`config.mk`:
```
export PLATFORM = sky130hd
export DESIGN_NAME = rv32i_mem_arbiter
export DESIGN_NICKNAME = d
export VERILOG_FILES = /design/src/rtl/rv32i_mem_arbiter.sv
export SDC_FILE = /design/constraint.sdc
export NUM_CORES = 1
export LEC_CHECK = 0
export ABC_AREA = 1
export BUFFER_PORTS_ARGS = -buffer_cell sky130_fd_sc_hd__buf_2
export CAP_MARGIN = 5
export CORE_MARGIN = 5
export CORE_UTILIZATION = 50
export CTS_BUF_LIST = sky130_fd_sc_hd__clkbuf_16
export DETAILED_ROUTE_END_ITERATION = 8
export GPL_ROUTABILITY_DRIVEN = 0
export PLACE_DENSITY_LB_ADDON = 0.12
export SLEW_MARGIN = 40
export SYNTH_ARGS = -nofsm -noshare
export SYNTH_HDL_FRONTEND = slang
export SYNTH_SLANG_ARGS = --single-unit
```
`constraint.sdc`:
```
create_clock -name clock -period 7.05 [get_ports clock]
set_input_delay 0.3525 -clock clock [delete_from_list [all_inputs] [get_ports clock]]
set_output_delay 0.3525 -clock clock [all_outputs]
set_load 0.01 [all_outputs]
```
`src/rtl/rv32i_mem_arbiter.sv`:
```
// rv32i_mem_arbiter
// Shares one single-port memory between the instruction-fetch port (I) and the
// load/store port (D). D has fixed priority, and a starvation counter forces
// one I grant after STARVE_LIMIT consecutive D grants made while I was waiting.
// One transaction is in flight at a time. A transaction that waits TIMEOUT
// cycles without mem_ack is aborted with an error.
module rv32i_mem_arbiter #(
  parameter int STARVE_LIMIT = 4,
  parameter int TIMEOUT      = 16
) (
  input  logic        clock,
  input  logic        reset,
  input  logic        i_req,
  input  logic [31:0] i_addr,
  output logic        i_ack,
  output logic        i_err,
  input  logic        d_req,
  input  logic        d_we,
  input  logic [31:0] d_addr,
  input  logic [31:0] d_wdata,
  input  logic [3:0]  d_wstrb,
  output logic        d_ack,
  output logic        d_err,
  output logic [31:0] rdata,
  output logic        mem_req,
  output logic        mem_we,
  output logic [31:0] mem_addr,
  output logic [31:0] mem_wdata,
  output logic [3:0]  mem_wstrb,
  input  logic        mem_ack,
  input  logic [31:0] mem_rdata,
  output logic        busy
);

  localparam int SCNT_W = $clog2(STARVE_LIMIT + 1);
  localparam int WCNT_W = (TIMEOUT > 1) ? $clog2(TIMEOUT) : 1;
  localparam logic [SCNT_W-1:0] SCNT_MAX  = SCNT_W'(STARVE_LIMIT);
  localparam logic [WCNT_W-1:0] WCNT_LAST = WCNT_W'((TIMEOUT > 0) ? TIMEOUT - 1 : 0);
  localparam bit TIMEOUT_EN = (TIMEOUT > 0);

  typedef enum logic [1:0] {
    IDLE   = 2'd0,
    ACCESS = 2'd1,
    DONE   = 2'd2
  } state_t;

  state_t            state;
  logic              sel_i;   // 1 = the transaction in flight belongs to port I
  logic [SCNT_W-1:0] scnt;
  logic [WCNT_W-1:0] wcnt;

  // I wins only when D is absent or D has starved a waiting I for long enough.
  logic pick_i;
  assign pick_i = i_req && (!d_req || (scnt == SCNT_MAX));

  // Last permitted wait cycle; a mem_ack in this same cycle still wins.
  logic timeout_hit;
  assign timeout_hit = TIMEOUT_EN && (wcnt == WCNT_LAST);

  // Arbitration FSM with all bus and completion outputs registered.
  always_ff @(posedge clock or posedge reset) begin
    if (reset) begin
      state     <= IDLE;
      sel_i     <= 1'b0;
      scnt      <= '0;
      wcnt      <= '0;
      i_ack     <= 1'b0;
      i_err     <= 1'b0;
      d_ack     <= 1'b0;
      d_err     <= 1'b0;
      rdata     <= '0;
      mem_req   <= 1'b0;
      mem_we    <= 1'b0;
      mem_addr  <= '0;
      mem_wdata <= '0;
      mem_wstrb <= '0;
      busy      <= 1'b0;
    end else begin
      i_ack <= 1'b0;
      i_err <= 1'b0;
      d_ack <= 1'b0;
      d_err <= 1'b0;
      case (state)
        IDLE: begin
          if (i_req || d_req) begin
            state   <= ACCESS;
            busy    <= 1'b1;
            mem_req <= 1'b1;
            wcnt    <= '0;
            sel_i   <= pick_i;
            if (pick_i) begin
              mem_we    <= 1'b0;
              mem_addr  <= i_addr;
              mem_wdata <= '0;
              mem_wstrb <= '0;
              scnt      <= '0;
            end else begin
              mem_we    <= d_we;
              mem_addr  <= d_addr;
              mem_wdata <= d_wdata;
              mem_wstrb <= d_we ? d_wstrb : 4'b0000;
              if (!i_req) begin
                scnt <= '0;
              end else if (scnt != SCNT_MAX) begin
                scnt <= scnt + SCNT_W'(1);
              end
            end
          end
        end
        ACCESS: begin
          if (mem_ack || timeout_hit) begin
            state   <= DONE;
            mem_req <= 1'b0;
            rdata   <= mem_ack ? mem_rdata : 32'h0;
            if (sel_i) begin
              i_ack <= 1'b1;
              i_err <= !mem_ack;
            end else begin
              d_ack <= 1'b1;
              d_err <= !mem_ack;
            end
          end else begin
            wcnt <= wcnt + WCNT_W'(1);
          end
        end
        DONE: begin
          state <= IDLE;
          busy  <= 1'b0;
        end
        default: begin
          state   <= IDLE;
          busy    <= 1'b0;
          mem_req <= 1'b0;
        end
      endcase
    end
  end

endmodule

```
==> metrics.txt <==
status=finished, final reports clean; Yosys warning total=0; synthesized area per cell=between 8 and 9 µm²; Critical Path Stages=9; vias after detailed routing=4827; leakage=between 4 and 5 nW; Slew Viols, Final=0; max_cap viols=0; GRT Total Usage=~22%; post-CTS setup buffers=0; drt wl/cell=between 10 and 15 µm; final hold violations=0; VDD IR max=slightly below 200 µV; Syn Nets=about 760; CP max stage delay=0.70 ns; area delta synth->final=35.1%; post-synth cell types=21; dpl hpwl=9560 µm; CP max FO=40; first-pass GRT wire length=22500 µm; cts bufs inserted=17; commonest cells after routing, fill and taps aside=348 x nand2_1, 244 x buf_2, 117 x dfrtp_1, 77 x nand3_1, 17 x clkbuf_16; worst path arrival time=roughly 3.0 ns; RR Startpoint=scnt[0]; Post-route DRC=0; pwr/cell area=between 400 and 500 nW/µm²; largest net degree at the start of global routing=74; vias in the first global route=a little under 5000; DRT Pass-1 Iters=4; Fill cells=around 850; Seq pwr share=between 30% and 40%; CP Capture Type=flip-flop; Final Setup Violations=0; die extent in x=approximately 110 µm; clock share of power=between 20% and 30%; Int Pwr=between 1.5 and 2 mW; Final Cycle Share=roughly 37%; H-Tree Depth=4; Site Rows=36; Crit path top cell by count=nand2_1; Initial Util=51.5%; IO Port Bufs=around 240; gr ovfl total=0; Total Power=2.98 mW; kind of critical path=reg2reg; CTS Buffer Depth=2; core area=9820 µm²; worst r2r dst=mem_wdata[23]; Critical Path RT=about 7.4 ns; WL final=about 13000 µm; Hold Path Class=in2async; switching power=around 1.1 mW; die height=between 100 and 150 µm; delay-heaviest family, CP=simple AND/OR/NAND/NOR gates; Vias/cell=4.85; initial antenna violation count=1; Die ar.=about 12000 µm²; Synth Register Bits=roughly 120; CP max-delay cell=nand2_2; crit path launch type=flip-flop; Critical path buffers and inverters=2; antenna-violating nets left=0; Mapped Cells=roughly 620; Net Sw Frac=37.3%; Fmax achieved=~380 MHz; critical-path cell list=inv_1 > ha_1 > nand2_1 > nand2_2 > nand2_2 > nand2_1 > inv_2 > nand2_1 > nand2_1; Slew HR=between 40% and 50%; share of the yosys chip area belonging to registers=57.9%; Initial DRC Count=~300; Reg clk slew, reported paths=roughly 0.06 ns; CTS sink cnt=about 120; reg-to-reg setup timing slack=between 4 and 5 ns; fraction of layout cells with a size suffix above 1=between 30% and 40%; most common cell after layout, fill and taps aside=nand2_1; slew of the pin with the lowest slew margin=~0.77 ns; synthesized area=between 5000 and 6000 µm²; Gate power share=35.5%; clock root cell=clkbuf_16; setup TNS=0 ns; RSZ-0062 raised after global routing=false; Worst-Skew Late Latency=approximately 0.40 ns; nets@finish=991; R2R cell count=9; TritonCTS clock tree=yes; # IOs=around 250; final worst path period need=roughly 2.6 ns; Final Skew=just over 0.01 ns; CTS resizes=0; Post-CTS Hold Fix Bufs=0
worst register-to-register path: stages, from the launching register on:
cell,delay [ns]
dfrtp_1,0.37
inv_1,0.07
ha_1,0.19
nand2_1,0.07
nand2_2,0.34
nand2_2,0.70
nand2_1,0.14
inv_2,0.44
nand2_1,0.14
nand2_1,0.10
cell usage after synthesis:
master    number  area share, %
nand2_1      348             26
dfrtp_1      117             58
nand3_1       77            7.6
buf_2         13            1.3
clkbuf_1      13           0.97
inv_1          8           0.59
nor2_1         7           0.52
buf_4          6           0.89
inv_2          4           0.30
nand2_2        4           0.50
o21ai_1        4           0.40
buf_1          3           0.22
ha_1           3           0.74
nor3_1         3           0.30
a21oi_1        2           0.20
nand4_1        2           0.25
nor2_4         2           0.45
o21ai_0        2           0.20
buf_6          1           0.22
nor2_8         1           0.40
xor2_1         1           0.17
stage by stage:
stage          hold slack [ns]  setup WS, ns  instances  utilization, %  area (µm²)
4_1_cts                 0.0191          4.41        994            69.5        6830
3_5_place_dp             0.440          4.42        964            64.0        6280
2_1_floorplan            0.427          3.60        621               -        5050
6_report               0.00656          4.43        995            69.5        6830
5_1_grt                 0.0393          4.10        995            69.5        6830
3_3_place_gp             0.431          4.58        964            63.9        6280
layer usage:
metal  vias to the layer above  share of wire (%)  global-route usage [%]
met5                         -                  0                       0
met4                         0                2.2                    8.54
met3                        25                7.5                    7.28
met2                       187                 48                    36.6
met1                      2220                 42                    26.8
li1                       2395                  -                       -
cell families (layout without fill, tap and decap cells):
family | count (synthesis) | in the layout | share of synthesized area, %
and+or+nand+nor | 444 | 444 | 35.9
adders and majority gates | 3 | 3 | 0.743
DFF | 117 | 117 | 57.9
buffers and inverters | 48 | 288 | 4.48
AOI/OAI and AO/OA | 8 | 8 | 0.792
other | 0 | 1 | 0
xor gates and xnor gates | 1 | 1 | 0.173
how the worst max path moves through the flow:
stage	from	end
finish	scnt[0]	mem_wdata[23]
global route	scnt[0]	mem_wdata[30]
CTS	scnt[0]	mem_wdata[23]
detailed placement	scnt[0]	mem_wdata[23]
global placement	i_req	wcnt[3]
floorplan	reset	busy
flip-flops by register name, indices dropped and copies added (netlist names):
register / cells
sel_i: 1
i_ack: 1
state: 2
scnt: 3
rdata: 32
i_err: 1
d_ack: 1
mem_wdata: 32
wcnt: 4
mem_we: 1
d_err: 1
mem_wstrb: 4
busy: 1
mem_addr: 32
mem_req: 1
layout make-up:
class / instances / area, µm² / area share (%)
diodes: 1 / 2.50 / 0.0367
clock buffers: 17 / 425 / 6.23
clock inverters: 13 / 119 / 1.74
inverters: 12 / 47.5 / 0.696
multi-input cells: 456 / 1900 / 27.8
flip-flops and latches: 117 / 2930 / 42.9
well taps: 133 / 166 / 2.44
repair buffers: 246 / 1240 / 18.2
power by group through the flow:
stage               clock, mW  combinational (mW)  sequential, mW
finish                  0.782                1.06            1.14
global route            0.832                1.20            1.17
CTS                     0.797                1.08            1.14
detailed placement          0                1.08            1.14
global placement            0                1.04            1.14
floorplan                   0               0.515            1.26
No activity file was read; power rests on OpenSTA's default activity.
